[config.mk]
export PLATFORM = sky130hd
export DESIGN_NAME = four_bit_pair_serializer_flat
export DESIGN_NICKNAME = d
export VERILOG_FILES = /design/src/rtl/four_bit_pair_serializer_pkg.sv /design/src/rtl/four_bit_pair_serializer_if.sv /design/src/rtl/four_bit_pair_serializer_hold_reg.sv /design/src/rtl/four_bit_pair_serializer.sv /design/src/flat_wrapper.sv
export SDC_FILE = /design/constraint.sdc
export NUM_CORES = 1
export LEC_CHECK = 0
export BUFFER_PORTS_ARGS = -buffer_cell sky130_fd_sc_hd__buf_2
export CAP_MARGIN = 20
export CORE_MARGIN = 1.5
export CORE_UTILIZATION = 36
export CTS_CLUSTER_SIZE = 40
export DETAILED_ROUTE_END_ITERATION = 10
export GPL_TIMING_DRIVEN = 1
export SETUP_SLACK_MARGIN = 0.15
export SLEW_MARGIN = 20
export SYNTH_ARGS = -nofsm -noshare
export SYNTH_HDL_FRONTEND = slang
export SYNTH_SLANG_ARGS = --single-unit
[constraint.sdc]
create_clock -name clk -period 1.45 [get_ports clk]
set_input_delay 0.2175 -clock clk [delete_from_list [all_inputs] [get_ports clk]]
set_output_delay 0.2175 -clock clk [all_outputs]
set_load 0.02 [all_outputs]
[src/rtl/four_bit_pair_serializer_pkg.sv]
// Shared types and constants for the four-bit pair serializer.
// The state type, nibble width and parity helper live here so the block and its hold registers agree.
package four_bit_pair_serializer_pkg;

  localparam int NIB_W   = 4;
  localparam int NUM_NIB = 2;

  typedef logic [NIB_W-1:0] nib_t;

  typedef enum logic [1:0] {
    IDLE   = 2'd0,
    SEND_A = 2'd1,
    SEND_B = 2'd2
  } state_e;

  typedef struct packed {
    nib_t b;
    nib_t a;
  } pair_t;

  function automatic logic nib_parity(input nib_t n);
    return ^n;
  endfunction

endpackage

[src/rtl/four_bit_pair_serializer_if.sv]
// Handshake and mux-drive bundle between the serializer and its environment.
// The slave side is the serializer; the master side is the producer/consumer around it.
interface four_bit_pair_serializer_if;
  import four_bit_pair_serializer_pkg::*;

  logic in_valid;
  logic in_ready;
  nib_t in_a;
  nib_t in_b;
  nib_t mux_a;
  nib_t mux_b;
  logic mux_s;
  logic out_valid;
  logic out_ready;
  logic out_last;
  nib_t pair_count;
  logic out_parity;

  modport slave (
    input  in_valid, in_a, in_b, out_ready,
    output in_ready, mux_a, mux_b, mux_s, out_valid, out_last, pair_count, out_parity
  );

  modport master (
    output in_valid, in_a, in_b, out_ready,
    input  in_ready, mux_a, mux_b, mux_s, out_valid, out_last, pair_count, out_parity
  );

endinterface

[src/rtl/four_bit_pair_serializer_hold_reg.sv]
// Four-bit hold register with load enable and synchronous active-low reset.
// One instance holds each nibble of the captured pair.
module four_bit_hold_reg
  import four_bit_pair_serializer_pkg::*;
(
  input  logic clk,
  input  logic rst_n,
  input  logic ld_i,
  input  nib_t d_i,
  output nib_t q_o
);

  nib_t q_q, q_d;

  always_comb begin
    q_d = q_q;
    if (ld_i) q_d = d_i;
  end

  always_ff @(posedge clk) begin
    if (!rst_n) q_q <= '0;
    else        q_q <= q_d;
  end

  assign q_o = q_q;

endmodule

[src/rtl/four_bit_pair_serializer.sv]
// Serializes a captured nibble pair onto an external 4-bit 2:1 mux (a first, then b), valid/ready both sides.
// Optional even parity of the selected nibble when SERIALIZER_PARITY_EN is defined; otherwise out_parity is 0.
module four_bit_pair_serializer
  import four_bit_pair_serializer_pkg::*;
(
  input  logic                          clk,
  input  logic                          rst_n,
  four_bit_pair_serializer_if.slave     bus
);

  state_e state_q, state_d;
  nib_t   cnt_q, cnt_d;
  logic   cap;
  logic   in_rdy;
  pair_t  pair_in;
  logic [NUM_NIB-1:0][NIB_W-1:0] hold_d, hold_q;

  assign pair_in   = '{b: bus.in_b, a: bus.in_a};
  assign hold_d[0] = pair_in.a;
  assign hold_d[1] = pair_in.b;

  // Accept in IDLE, or in SEND_B when the final nibble is leaving this cycle.
  assign in_rdy = rst_n && ((state_q == IDLE) || ((state_q == SEND_B) && bus.out_ready));

  always_comb begin
    state_d = state_q;
    cnt_d   = cnt_q;
    cap     = 1'b0;
    case (state_q)
      IDLE: begin
        if (bus.in_valid) begin
          cap     = 1'b1;
          state_d = SEND_A;
        end
      end
      SEND_A: begin
        if (bus.out_ready) state_d = SEND_B;
      end
      SEND_B: begin
        if (bus.out_ready) begin
          cnt_d = cnt_q + 4'd1;
          if (bus.in_valid) begin
            cap     = 1'b1;
            state_d = SEND_A;
          end else begin
            state_d = IDLE;
          end
        end
      end
      default: state_d = IDLE;
    endcase
  end

  always_ff @(posedge clk) begin
    if (!rst_n) begin
      state_q <= IDLE;
      cnt_q   <= '0;
    end else begin
      state_q <= state_d;
      cnt_q   <= cnt_d;
    end
  end

  for (genvar g = 0; g < NUM_NIB; g++) begin : g_hold
    four_bit_hold_reg u_hold (
      .clk   (clk),
      .rst_n (rst_n),
      .ld_i  (cap),
      .d_i   (hold_d[g]),
      .q_o   (hold_q[g])
    );
  end

  assign bus.in_ready   = in_rdy;
  assign bus.mux_a      = hold_q[0];
  assign bus.mux_b      = hold_q[1];
  assign bus.mux_s      = (state_q == SEND_B);
  assign bus.out_valid  = (state_q == SEND_A) || (state_q == SEND_B);
  assign bus.out_last   = (state_q == SEND_B);
  assign bus.pair_count = cnt_q;

`ifdef SERIALIZER_PARITY_EN
  // Parity of each held nibble is formed separately; the select picks a bit, not a nibble.
  logic par_a, par_b;
  assign par_a          = nib_parity(hold_q[0]);
  assign par_b          = nib_parity(hold_q[1]);
  assign bus.out_parity = bus.out_valid && (bus.mux_s ? par_b : par_a);
`else
  assign bus.out_parity = 1'b0;
`endif

endmodule

[src/flat_wrapper.sv]
// flat-port wrapper written by rule: the top's interface ports become plain ports
module four_bit_pair_serializer_flat import four_bit_pair_serializer_pkg::*;
  (clk, rst_n, bus_in_valid, bus_in_a, bus_in_b, bus_out_ready, bus_in_ready, bus_mux_a, bus_mux_b, bus_mux_s, bus_out_valid, bus_out_last, bus_pair_count, bus_out_parity);
  four_bit_pair_serializer_if bus_i ();
  input  logic clk;
  input  logic rst_n;
  input wire logic [$bits(bus_i.in_valid)-1:0] bus_in_valid;
  input wire logic [$bits(bus_i.in_a)-1:0] bus_in_a;
  input wire logic [$bits(bus_i.in_b)-1:0] bus_in_b;
  input wire logic [$bits(bus_i.out_ready)-1:0] bus_out_ready;
  output wire logic [$bits(bus_i.in_ready)-1:0] bus_in_ready;
  output wire logic [$bits(bus_i.mux_a)-1:0] bus_mux_a;
  output wire logic [$bits(bus_i.mux_b)-1:0] bus_mux_b;
  output wire logic [$bits(bus_i.mux_s)-1:0] bus_mux_s;
  output wire logic [$bits(bus_i.out_valid)-1:0] bus_out_valid;
  output wire logic [$bits(bus_i.out_last)-1:0] bus_out_last;
  output wire logic [$bits(bus_i.pair_count)-1:0] bus_pair_count;
  output wire logic [$bits(bus_i.out_parity)-1:0] bus_out_parity;
  assign bus_i.in_valid = bus_in_valid;
  assign bus_i.in_a = bus_in_a;
  assign bus_i.in_b = bus_in_b;
  assign bus_i.out_ready = bus_out_ready;
  assign bus_in_ready = bus_i.in_ready;
  assign bus_mux_a = bus_i.mux_a;
  assign bus_mux_b = bus_i.mux_b;
  assign bus_mux_s = bus_i.mux_s;
  assign bus_out_valid = bus_i.out_valid;
  assign bus_out_last = bus_i.out_last;
  assign bus_pair_count = bus_i.pair_count;
  assign bus_out_parity = bus_i.out_parity;
  four_bit_pair_serializer u_core (.clk(clk), .rst_n(rst_n), .bus(bus_i));
endmodule
After elaboration in Yosys (flattened, before gate mapping)
Index checks and enable logic that the tools add are counted.
{ "word_totals": {"wordCells": 25, "regBits": 14, "input_bits": 12, "out_inout_bits": 17} }
{ "op_classes": {"n_eq_ne": 5, "muxes": 8, "n_reduce_logical": 7, "addsub": 1} }
{ "ops": {"columns": ["operator", "count"], "rows": [
  ["$mux W2", 3],
  ["$ne A2 B2 Y1 const B", 3],
  ["$pmux W2 S3", 1],
  ["$add A4 B1 Y4 const B", 1],
  ["$mux W1", 3],
  ["$reduce_and A3 Y1", 1],
  ["$eq A2 B1 Y1 const B", 1],
  ["$eq A2 B2 Y1 const B", 1],
  ["$logic_and A1 B1 Y1", 2],
  ["$logic_not A2 Y1", 1],
  ["$logic_or A1 B1 Y1", 2],
  ["$pmux W1 S2", 1],
  ["$reduce_and A2 Y1", 1]
]} }

Logic depth before layout (Yosys ltp)
Gate-level depths: netlist of run 1.
{ "logic_depth": {"ltp_word": 4, "mapped_depth": 5, "ltp_nobuf": 5} }

Cells and area by module
Synthesis of run 1 repeated with hierarchy kept, for this count alone.
{ "unflattened": {"cells_unflattened": 73, "area_unflattened_um2": 726.9} }
{ "modules_own_cells": {"columns": ["module", "instances", "area_per_inst_um2", "seq_area_each_um2", "cells_per_inst"], "rows": [
  ["four_bit_pair_serializer", 1, 414.1, 120.1, 47],
  ["four_bit_hold_reg", 2, 156.4, 80.1, 13]
]} }

Worst setup path after synthesis of run 1
OpenSTA, ideal clock, no wires.
{ "synth_path": {"path_type": "register -> output", "startpoint": "reg u_core.state_q[0]", "endpoint": "out bus_in_ready", "arrival_time_ps": 1486, "path_stages_with_launch": 5, "n_path_buf": 0, "path_slack_ps": -254, "t_required_ps": 1233, "path_cell_list": "dfxtp_1 inv_1 ha_1 nand2_2 a21boi_0"} }
{ "synth_via": {"elab_chain_len": 4, "word_cells_on_any_way": 5, "cone_classes": "eq/ne: 1; reduce/logical: 4"} }
{ "synth_lines": {"columns": ["item", "line", "rtl"], "rows": [
  ["from (decl)", "four_bit_pair_serializer.sv:11", "state_e state_q, state_d;"],
  ["from (signal assigned)", "four_bit_pair_serializer.sv:59", "state_q <= state_d;"],
  ["$eq A2 B2 Y1", null, null],
  ["named net bus_mux_s", "flat_wrapper.sv:14", "output wire logic [$bits(bus_i.mux_s)-1:0] bus_mux_s;"],
  ["$logic_and A1 B1 Y1", "four_bit_pair_serializer.sv:23", "assign in_rdy = rst_n && ((state_q == IDLE) || ((state_q == SEND_B) && bus.out_ready));"],
  ["$logic_or A1 B1 Y1", "four_bit_pair_serializer.sv:23", null],
  ["$logic_and A1 B1 Y1", "four_bit_pair_serializer.sv:23", null],
  ["to (decl)", "flat_wrapper.sv:11", "output wire logic [$bits(bus_i.in_ready)-1:0] bus_in_ready;"]
]} }
The timed path passes the listed nets, and every way through them passes these cells.

Final worst setup path of run 1
{ "layout_path": {"startpoint": "reg u_core.state_q[0]", "endpoint": "out bus_in_ready"} }
{ "layout_via": {"elab_chain_len": 4, "word_cells_on_any_way": 5, "cone_classes": "eq/ne: 1; reduce/logical: 4"} }
{ "layout_lines": {"columns": ["item", "line"], "rows": [
  ["$eq A2 B2 Y1", "four_bit_pair_serializer.sv:23"],
  ["$logic_and A1 B1 Y1", "four_bit_pair_serializer.sv:23"],
  ["$logic_or A1 B1 Y1 *", "four_bit_pair_serializer.sv:23"],
  ["$logic_and A1 B1 Y1 *", "four_bit_pair_serializer.sv:23"]
]} }
Every way passes the cells marked *; elsewhere a longest branch is shown, timed or not.

==> flow_metrics.env, run 1 <==
export IMPL_wirelength_mm=1.58
export IMPL_seq_area_frac_synth_pct=39.2
export IMPL_netlist_area_um2=714
export IMPL_drc=0
export IMPL_met2_length_um=799
export IMPL_synthTopCellsByArea="dfxtp_1, mux2i_1, ha_1"
export IMPL_row_count=15
export IMPL_slew_viol_final=0
export IMPL_die_area_um2=2260
export IMPL_topRoutingLayerUsed="met4"
export IMPL_period_needed_ns=1.41
export IMPL_max_cap_violations=0
export IMPL_cp_end_kind="output pin"
export IMPL_start_util_pct=39.7
export IMPL_dp_hpwl_mm=1.04
export IMPL_syn2layout_area_growth_pct=48.7
export IMPL_path_clk_slew_ns=0.09
export IMPL_nets=136
export IMPL_grt_pass1_vias=551
export IMPL_holdWs_ns=0.167
export IMPL_clk_latency_ns=0.28
export IMPL_antenna_cells=0
export IMPL_drtIter0Drc=6
export IMPL_core_area_um2=1800
export IMPL_required_ns=1.23
export IMPL_drive_gt1_share_pct=46.6
export IMPL_ys_flop_type="dfxtp_1"
export IMPL_cpLargestDelayFamily="flip-flops"
export IMPL_grt_pass1_wl_mm=2.30
export IMPL_setup_violations_final=0
export IMPL_num_vias=665
export IMPL_yosys_warnings=0
export IMPL_clk_path_buf_depth=2
export IMPL_synth_edf_count=0
export IMPL_cts_hold_buf=0
export IMPL_critPathMaxFanout=3
export IMPL_grt_use_total_pct=15.2
export IMPL_slowest_stage="dfxtp_4"
export IMPL_synthTopCellsByCount="nand2_1, dfxtp_1, mux2i_1, ha_1, nand3_1"
export IMPL_timing_hold_violations_final=0
export IMPL_grt_max_degree=16
export IMPL_powerDensity_nw_per_um2=1720
export IMPL_ios=29
export IMPL_synth_avg_cell_area_um2=8.93
export IMPL_cts_tree="built"
export IMPL_clock_sinks=14
export IMPL_synthMostInstantiatedCell="nand2_1"
export IMPL_yosysUniqueCellTypes=22
export IMPL_numCtsBuffers=3
export IMPL_leakage_nw=0.509
export IMPL_cp_cell_sequence="inv_4, ha_4, inv_2, a21boi_2, buf_4"
export IMPL_yosys_area_top_type="dfxtp_1"
export IMPL_utilization_pct=59.0
export IMPL_antenna_found_initial=0
export IMPL_viasPerCell=4.72
export IMPL_routedWlPerCell_um=11.2
export IMPL_rsz0062_at_grt="yes"
export IMPL_overflow=0
export IMPL_crit_path_start_kind="flip-flop"
export IMPL_fin_crit_sh_pct=97.1
export IMPL_worstPathBufferInverterCount=3
export IMPL_ant_nets=0
export IMPL_wirelength_met1_um=656
export IMPL_fmax_ghz=0.711
export IMPL_place_inst=128
export IMPL_tns_ns=0
export IMPL_hp_class="primary input to flip-flop"
export IMPL_die_x_um=47.6
export IMPL_mappedNetlistNets=99
export IMPL_ys_async_sr_fraction_pct=0
export IMPL_status="completed"
export IMPL_syn_inst=80
export IMPL_final_cells=141
export IMPL_slowest_delay_ns=0.36
export IMPL_die_h_um=47.6
export IMPL_portBuffers=27
export IMPL_dr_pass1_iters=4
export IMPL_gp_congestion=0.708
export IMPL_cts_root_buf="clkbuf_4"
export IMPL_fin_skew_ns=0.00318
export IMPL_dr_wl_met3_um=97
export IMPL_htreeDepth=1
export IMPL_cp_arrival_ns=1.19
export IMPL_synth_top_area_share_pct=39.2
export IMPL_ir_drop_v=0.000850
export IMPL_ys_ff_latch=14
export IMPL_worstSetupPathType="flip-flop to output pin"
layout by cell type, fill, tap and decap left out, types with 2 or more instances in the layout:
cell and count:
buf_2 23, nand2_1 20, dfxtp_1 12, mux2i_1 10, buf_4 10, nand3_1 4
ha_1 4, buf_6 4, ha_4 3, clkbuf_4 3, inv_4 2, nand2_4 2
xnor2_1 2, and2_1 2, dfxtp_4 2
sequential cells by signal (all words and copies together), names as in the netlist:
| signal | cells |
|---|---|
| u_core.bus.pair_count | 4 |
| u_core.g_hold.u_hold.q_o | 8 |
| u_core.state_q | 2 |
logic make-up (layout without fill, tap and decap cells):
group | Yosys count | after routing | share of synthesized area [%]
AO/OA/AOI/OAI | 7 | 7 | 6.48
XOR/XNOR | 2 | 2 | 2.45
adder cells (fa/ha/maj) | 7 | 7 | 12.3
buffers and inverters | 8 | 44 | 5.60
flip-flops | 14 | 14 | 39.2
multiplexers | 10 | 10 | 14.0
other | 1 | 1 | 0.525
AND/OR/NAND/NOR | 31 | 31 | 19.4
tightest hold or removal path, delay by kind of cell:
| kind | cells | cell delay [ns] |
|---|---|---|
| muxes | 1 | 0.05 |
| buffers and inverters | 1 | 0.09 |
| and+or+nand+nor | 1 | 0.04 |
path summary, 6_finish.rpt:
kind | depth (start not counted) | from | to | slack [ns]
hold / removal | 3 | bus_in_b[2] | u_core.g_hold[1].u_hold.q_o[2]$_SDFFE_PN0P_ | 0.17
setup reg to reg | 6 | u_core.state_q[0]$_SDFFE_PN0P_ | u_core.state_q[0]$_SDFFE_PN0P_ | 0.13
hold reg to reg | 2 | u_core.g_hold[1].u_hold.q_o[3]$_SDFFE_PN0P_ | u_core.g_hold[1].u_hold.q_o[3]$_SDFFE_PN0P_ | 0.46
setup / recovery | 5 | u_core.state_q[0]$_SDFFE_PN0P_ | bus_in_ready | 0.04
per-stage QoR:
stage / instance area [µm²] / power [mW] / worst slack (ns)
floorplan: 733 / 1.05 / 0.185
CTS: 1050 / 1.78 / 0.0512
finish: 1060 / 1.83 / 0.0426
detailed placement: 878 / 1.21 / 0.0555
global placement: 878 / 1.20 / 0.0861
global route: 1060 / 1.93 / -0.00386
routing by layer:
metal,track usage [%],vias up
met1,17.4,301
met4,4.86,0
met5,0,-
met3,6.79,4
met2,25.4,24
li1,-,336
repair_timing:
item	CTS	global route
setup buffers	8	1
pin swaps	5	2
gates resized for setup	21	1
setup endpoints to repair	14	15
cell type report:
type | count | area, µm²
Fill cell | 172 | 739
Clock buffer | 4 | 36.3
Multi-Input combinational cell | 58 | 455
Timing Repair Buffer | 37 | 235
Inverter | 3 | 16.3
Sequential cell | 14 | 288
Tap cell | 25 | 31.3
report_power, final:
group / switching, mW / internal (mW) / leakage (nW)
Sequential: 0.0578 / 0.480 / 0.116
Clock: 0.134 / 0.153 / 0.0210
Combinational: 0.515 / 0.490 / 0.373
Total: 0.707 / 1.12 / 0.509
Note: power is estimated with default switching activity, not from simulation.
==> inputs of run 2 (changes only) <==
==> constraint.sdc (replaced) <==
create_clock -name clk -period 1.45 [get_ports clk]
set_input_delay 0.145 -clock clk [delete_from_list [all_inputs] [get_ports clk]]
set_output_delay 0.145 -clock clk [all_outputs]
set_load 0.02 [all_outputs]
==> run 2 against run 1 <==
Compared with the run above:
- core utilization is 4.9 points lower
- maximum frequency is 7.9% higher
- die area stayed put
- first-iteration DRC count stayed put
==> flow_metrics.env, run 2 (synthesis gave the netlist of run 1 again) <==
export IMPL_start_util_pct=39.7
export IMPL_nets=132
export IMPL_grt_use_total_pct=13.8
export IMPL_ios=29
export IMPL_required_ns=1.65
export IMPL_fin_skew_ns=0.00327
export IMPL_period_needed_ns=1.30
export IMPL_power_switching_mw=0.611
export IMPL_min_from="bus_in_b[3]"
export IMPL_core_area_um2=1800
export IMPL_antenna_cells=0
export IMPL_cts_hold_buf=0
export IMPL_cp_cell_sequence="inv_4, ha_4, buf_6, o211ai_1, nand2_2, mux2i_1"
export IMPL_critPathMaxFanout=8
export IMPL_worstPathBufferInverterCount=2
export IMPL_rr_startpoint="u_core.state_q[0]$_SDFFE_PN0P_"
export IMPL_r2r_slack_ns=0.15
export IMPL_die_area_um2=2260
export IMPL_cp_end_kind="flip-flop"
export IMPL_antenna_found_initial=0
export IMPL_worstHoldEndpoint="u_core.g_hold[1].u_hold.q_o[3]$_SDFFE_PN0P_"
export IMPL_timing_final_ws_setup_ns=0.145
export IMPL_clk_path_buf_depth=2
export IMPL_viasPerCell=4.65
export IMPL_cp_arrival_ns=1.51
export IMPL_tns_ns=0
export IMPL_grt_pass1_vias=532
export IMPL_grt_max_degree=16
export IMPL_worstSetupPathType="flip-flop to flip-flop"
export IMPL_cts_root_buf="clkbuf_4"
export IMPL_combPwrFrac_pct=51.5
export IMPL_slew_viol_final=0
export IMPL_die_x_um=47.6
export IMPL_p_clk_share_pct=13.5
export IMPL_powerDensity_nw_per_um2=1570
export IMPL_hp_class="primary input to flip-flop"
export IMPL_clk_latency_ns=0.27
export IMPL_setup_violations_final=0
export IMPL_hold_depth=3
export IMPL_slowest_stage="dfxtp_2"
export IMPL_dr_pass1_iters=2
export IMPL_leakage_nw=0.476
export IMPL_rsz0062_at_grt="yes"
export IMPL_pwr_share_seq_pct=34.9
export IMPL_fmax_ghz=0.766
export IMPL_portBuffers=27
export IMPL_drive_gt1_share_pct=41.4
export IMPL_routedWlPerCell_um=10.2
export IMPL_syn2layout_area_growth_pct=36.3
export IMPL_gp_congestion=0.664
export IMPL_p_sw_share_pct=39.9
export IMPL_fin_crit_sh_pct=90.0
export IMPL_crit_path_start_kind="flip-flop"
export IMPL_holdWs_ns=0.110
export IMPL_ant_nets=0
export IMPL_place_ws_ns=0.0524
export IMPL_p_int_mw=0.921
export IMPL_cpLargestDelayFamily="flip-flops"
export IMPL_overflow=0
export IMPL_crit_start="u_core.state_q[0]$_SDFFE_PN0P_"
export IMPL_drtIter0Drc=6
export IMPL_drc=0
export IMPL_status="completed"
export IMPL_crit_cells=6
export IMPL_r2r_cells=6
export IMPL_num_vias=632
export IMPL_largest_reg_flops=8
export IMPL_r2r_end="u_core.g_hold[0].u_hold.q_o[3]$_SDFFE_PN0P_"
export IMPL_path_clk_slew_ns=0.07
export IMPL_clock_sinks=14
export IMPL_dp_hpwl_mm=1.02
export IMPL_final_common_cell="buf_2"
export IMPL_final_cells=136
export IMPL_timing_hold_violations_final=0
export IMPL_ir_drop_v=0.000909
export IMPL_numCtsBuffers=3
export IMPL_slowest_delay_ns=0.34
export IMPL_wirelength_mm=1.39
export IMPL_row_count=15
export IMPL_die_h_um=47.6
export IMPL_htreeDepth=1
export IMPL_final_cell_mix="buf_2, nand2_1, dfxtp_1"
export IMPL_place_inst=129
export IMPL_grt_pass1_wl_mm=2.12
export IMPL_max_cap_violations=0
export IMPL_cts_tree="built"
==> run 2: worst max path at each step <==
stage | to | slack (ns)
2_1_floorplan | u_core.g_hold[0].u_hold.q_o[0]$_SDFFE_PN0P_ | 0.19
3_3_place_gp | u_core.g_hold[0].u_hold.q_o[0]$_SDFFE_PN0P_ | 0.1
3_5_place_dp | u_core.g_hold[0].u_hold.q_o[3]$_SDFFE_PN0P_ | 0.05
4_1_cts | bus_in_ready | 0.13
5_1_grt | u_core.g_hold[0].u_hold.q_o[3]$_SDFFE_PN0P_ | 0.03
6_report | u_core.g_hold[0].u_hold.q_o[3]$_SDFFE_PN0P_ | 0.15
==> run 2: worst min-delay path, delay by kind of cell <==
| family | cells | cell delay (ns) |
|---|---|---|
| muxes | 1 | 0.05 |
| buffers and inverters | 1 | 0.09 |
| and+or+nand+nor | 1 | 0.04 |
==> run 2: power by group through the flow <==
stage | clock (mW) | sequential (mW) | combinational, mW
after floorplan | 0 | 0.613 | 0.432
after global placement | 0 | 0.528 | 0.689
after detailed placement | 0 | 0.531 | 0.693
after CTS | 0.220 | 0.537 | 0.773
after global routing | 0.235 | 0.547 | 0.865
final | 0.207 | 0.535 | 0.789
==> run 2: layout make-up <==
| class | instances | area [µm²] |
|---|---|---|
| Fill cell | 185 | 828 |
| Inverter | 3 | 16.3 |
| Sequential cell | 14 | 285 |
| Multi-Input combinational cell | 58 | 428 |
| Timing Repair Buffer | 33 | 190 |
| Tap cell | 25 | 31.3 |
| Clock buffer | 3 | 22.5 |
==> run 2: through the flow <==
step	total power, mW	cell area [µm²]	utilization, %
after floorplan	1.05	729	-
after detailed placement	1.22	882	49.0
after CTS	1.53	955	53.0
after global placement	1.22	882	49.0
after global routing	1.65	973	54.0
final	1.53	973	54.0
==> run 2: repair_timing <==
action / 4_1_cts / 5_1_grt
buffers inserted: 2 / 2
pin swaps: 6 / 2
endpoints found under the setup margin: 11 / 13
resized for setup: 11 / 1
==> run 2: per-layer routing <==
metal  wire length, µm  part of all wire [%]  track usage [%]
met1               605                    43             15.2
met2               682                    49             23.2
met3                80                   5.8             6.79
met4                23                   1.7             4.86
met5                 0                     0                0
==> inputs of run 3 (changes only) <==
- CORE_MARGIN: 1.5 -> 3
- PLACE_DENSITY: not set -> 0.65
- SKIP_LAST_GASP: not set -> 1
==> run 3 against run 2 <==
Compared with the run above:
- design area up 8.2%
- via count grew 2.5%
- non-clock buffer count increased by 3
- total power rose by 9.7%
- clock skew about the same
- wire length grew 15%
- sequential cell count stayed put
- clock power grew 4%
- core utilization grew 4.4 points
- setup slack worse by 0.033 ns
- first-iteration DRC count decreased by 17%
- highest routed layer unchanged
==> flow_metrics.env, run 3 (synthesis gave the netlist of run 1 again) <==
export IMPL_antenna_cells=0
export IMPL_clk_latency_ns=0.27
export IMPL_leakage_nw=0.509
export IMPL_slowest_delay_ns=0.36
export IMPL_nets=135
export IMPL_crit_start="u_core.state_q[0]$_SDFFE_PN0P_"
export IMPL_slew_viol_final=0
export IMPL_tns_ns=0
export IMPL_powerDensity_nw_per_um2=1590
export IMPL_max_cap_violations=0
export IMPL_ant_nets=0
export IMPL_place_inst=128
export IMPL_grt_pass1_wl_mm=2.78
export IMPL_htreeDepth=1
export IMPL_status="completed"
export IMPL_fillers=174
export IMPL_wirelength_mm=1.60
export IMPL_numCtsBuffers=3
export IMPL_overflow=0
export IMPL_cpLargestDelayFamily="flip-flops"
export IMPL_portBuffers=27
export IMPL_final_common_cell="buf_2"
export IMPL_start_util_pct=39.7
export IMPL_clk_path_buf_depth=2
export IMPL_setup_violations_final=0
export IMPL_crit_cells=5
export IMPL_num_vias=648
export IMPL_cts_root_buf="clkbuf_4"
export IMPL_drtIter0Drc=5
export IMPL_r2r_end="u_core.state_q[0]$_SDFFE_PN0P_"
export IMPL_grt_max_degree=21
export IMPL_cts_hold_buf=0
export IMPL_rr_startpoint="u_core.state_q[0]$_SDFFE_PN0P_"
export IMPL_die_h_um=50.6
export IMPL_drive_gt1_share_pct=46.5
export IMPL_slowest_stage="dfxtp_4"
export IMPL_fmax_ghz=0.747
export IMPL_routedWlPerCell_um=11.5
export IMPL_gp_congestion=0.684
export IMPL_worstPathBufferInverterCount=2
export IMPL_dr_pass1_iters=4
export IMPL_crit_path_start_kind="flip-flop"
export IMPL_ios=29
export IMPL_grt_pass1_vias=630
export IMPL_core_area_um2=1800
export IMPL_dp_hpwl_mm=1.12
export IMPL_die_area_um2=2560
export IMPL_fin_skew_ns=0.00321
export IMPL_syn2layout_area_growth_pct=47.5
export IMPL_r2r_cells=6
export IMPL_cp_end_kind="output pin"
export IMPL_path_clk_slew_ns=0.08
export IMPL_final_cells=139
export IMPL_rsz0062_at_grt="yes"
export IMPL_r2r_slack_ns=0.14
export IMPL_worstSetupPathType="flip-flop to output pin"
export IMPL_largest_reg_flops=8
export IMPL_clock_sinks=14
export IMPL_cp_endpoint="bus_in_ready"
export IMPL_hp_class="primary input to flip-flop"
export IMPL_cp_cell_sequence="inv_6, ha_4, nand2_4, a21boi_2, buf_6"
export IMPL_timing_hold_violations_final=0
export IMPL_final_cell_mix="buf_2, nand2_1, dfxtp_1"
export IMPL_fin_crit_sh_pct=92.3
export IMPL_row_count=15
export IMPL_cts_tree="built"
export IMPL_die_x_um=50.6
export IMPL_period_needed_ns=1.34
export IMPL_drc=0
export IMPL_viasPerCell=4.66
export IMPL_cp_arrival_ns=1.19
export IMPL_antenna_found_initial=0
export IMPL_grt_use_total_pct=14.4
export IMPL_required_ns=1.31
export IMPL_critPathMaxFanout=3
export IMPL_ir_drop_v=0.000914
## run 3: tightest hold or removal path, delay by kind of cell
family | cells | cell delay (ns)
buf+inv | 1 | 0.10
simple gates | 1 | 0.04
mux | 1 | 0.05
## run 3: where the power goes
group          switching [mW]  internal (mW)  leakage, nW
Sequential             0.0632          0.480        0.116
Combinational           0.485          0.437        0.380
Clock                   0.119         0.0962       0.0138
## run 3: worst min path at each step
stage                start                                          end  slack, ns  depth (start not counted)
6_report       bus_in_b[1]  u_core.g_hold[1].u_hold.q_o[1]$_SDFFE_PN0P_       0.11                          3
5_1_grt        bus_in_a[2]  u_core.g_hold[0].u_hold.q_o[2]$_SDFFE_PN0P_       0.12                          3
4_1_cts        bus_in_a[1]  u_core.g_hold[0].u_hold.q_o[1]$_SDFFE_PN0P_       0.10                          3
3_5_place_dp   bus_in_b[1]  u_core.g_hold[1].u_hold.q_o[1]$_SDFFE_PN0P_       0.40                          3
3_3_place_gp   bus_in_a[1]  u_core.g_hold[0].u_hold.q_o[1]$_SDFFE_PN0P_       0.39                          3
2_1_floorplan  bus_in_b[3]  u_core.g_hold[1].u_hold.q_o[3]$_SDFFE_PN0P_       0.29                          2
## run 3: metrics by stage
stage               hold slack (ns)  util, %  power, mW  setup slack [ns]  instance area [µm²]
detailed placement            0.404     48.5       1.21            0.0557                  875
finish                        0.107     58.5       1.68             0.112                 1050
floorplan                     0.287        -       1.05             0.185                  729
global placement              0.394     48.5       1.20            0.0865                  875
global route                  0.117     58.5       1.82            0.0359                 1050
CTS                           0.101     55.8       1.62             0.111                 1010
## run 3: routing by layer
layer	up-vias	routed length, µm	track usage [%]	part of all wire, %
met4	0	12	4.04	0.75
met1	296	693	18.0	43
met5	-	0	0	0
li1	330	-	-	-
met2	20	778	22.8	49
met3	2	113	5.93	7.1
## run 3: final cells by class
cell class                      count  area, µm²  area share [%]
Clock buffer                        3       22.5            2.14
Multi-Input combinational cell     58        464            44.1
Inverter                            3       18.8            1.78
Sequential cell                    14        288            27.3
Tap cell                           25       31.3            2.97
Timing Repair Buffer               36        229            21.7
## run 3: what timing repair did
action / CTS / global route
gates resized for setup: 16 / 5
pin swaps: 8 / 2
setup endpoints to repair: 12 / 15
setup buffers: 7 / 1
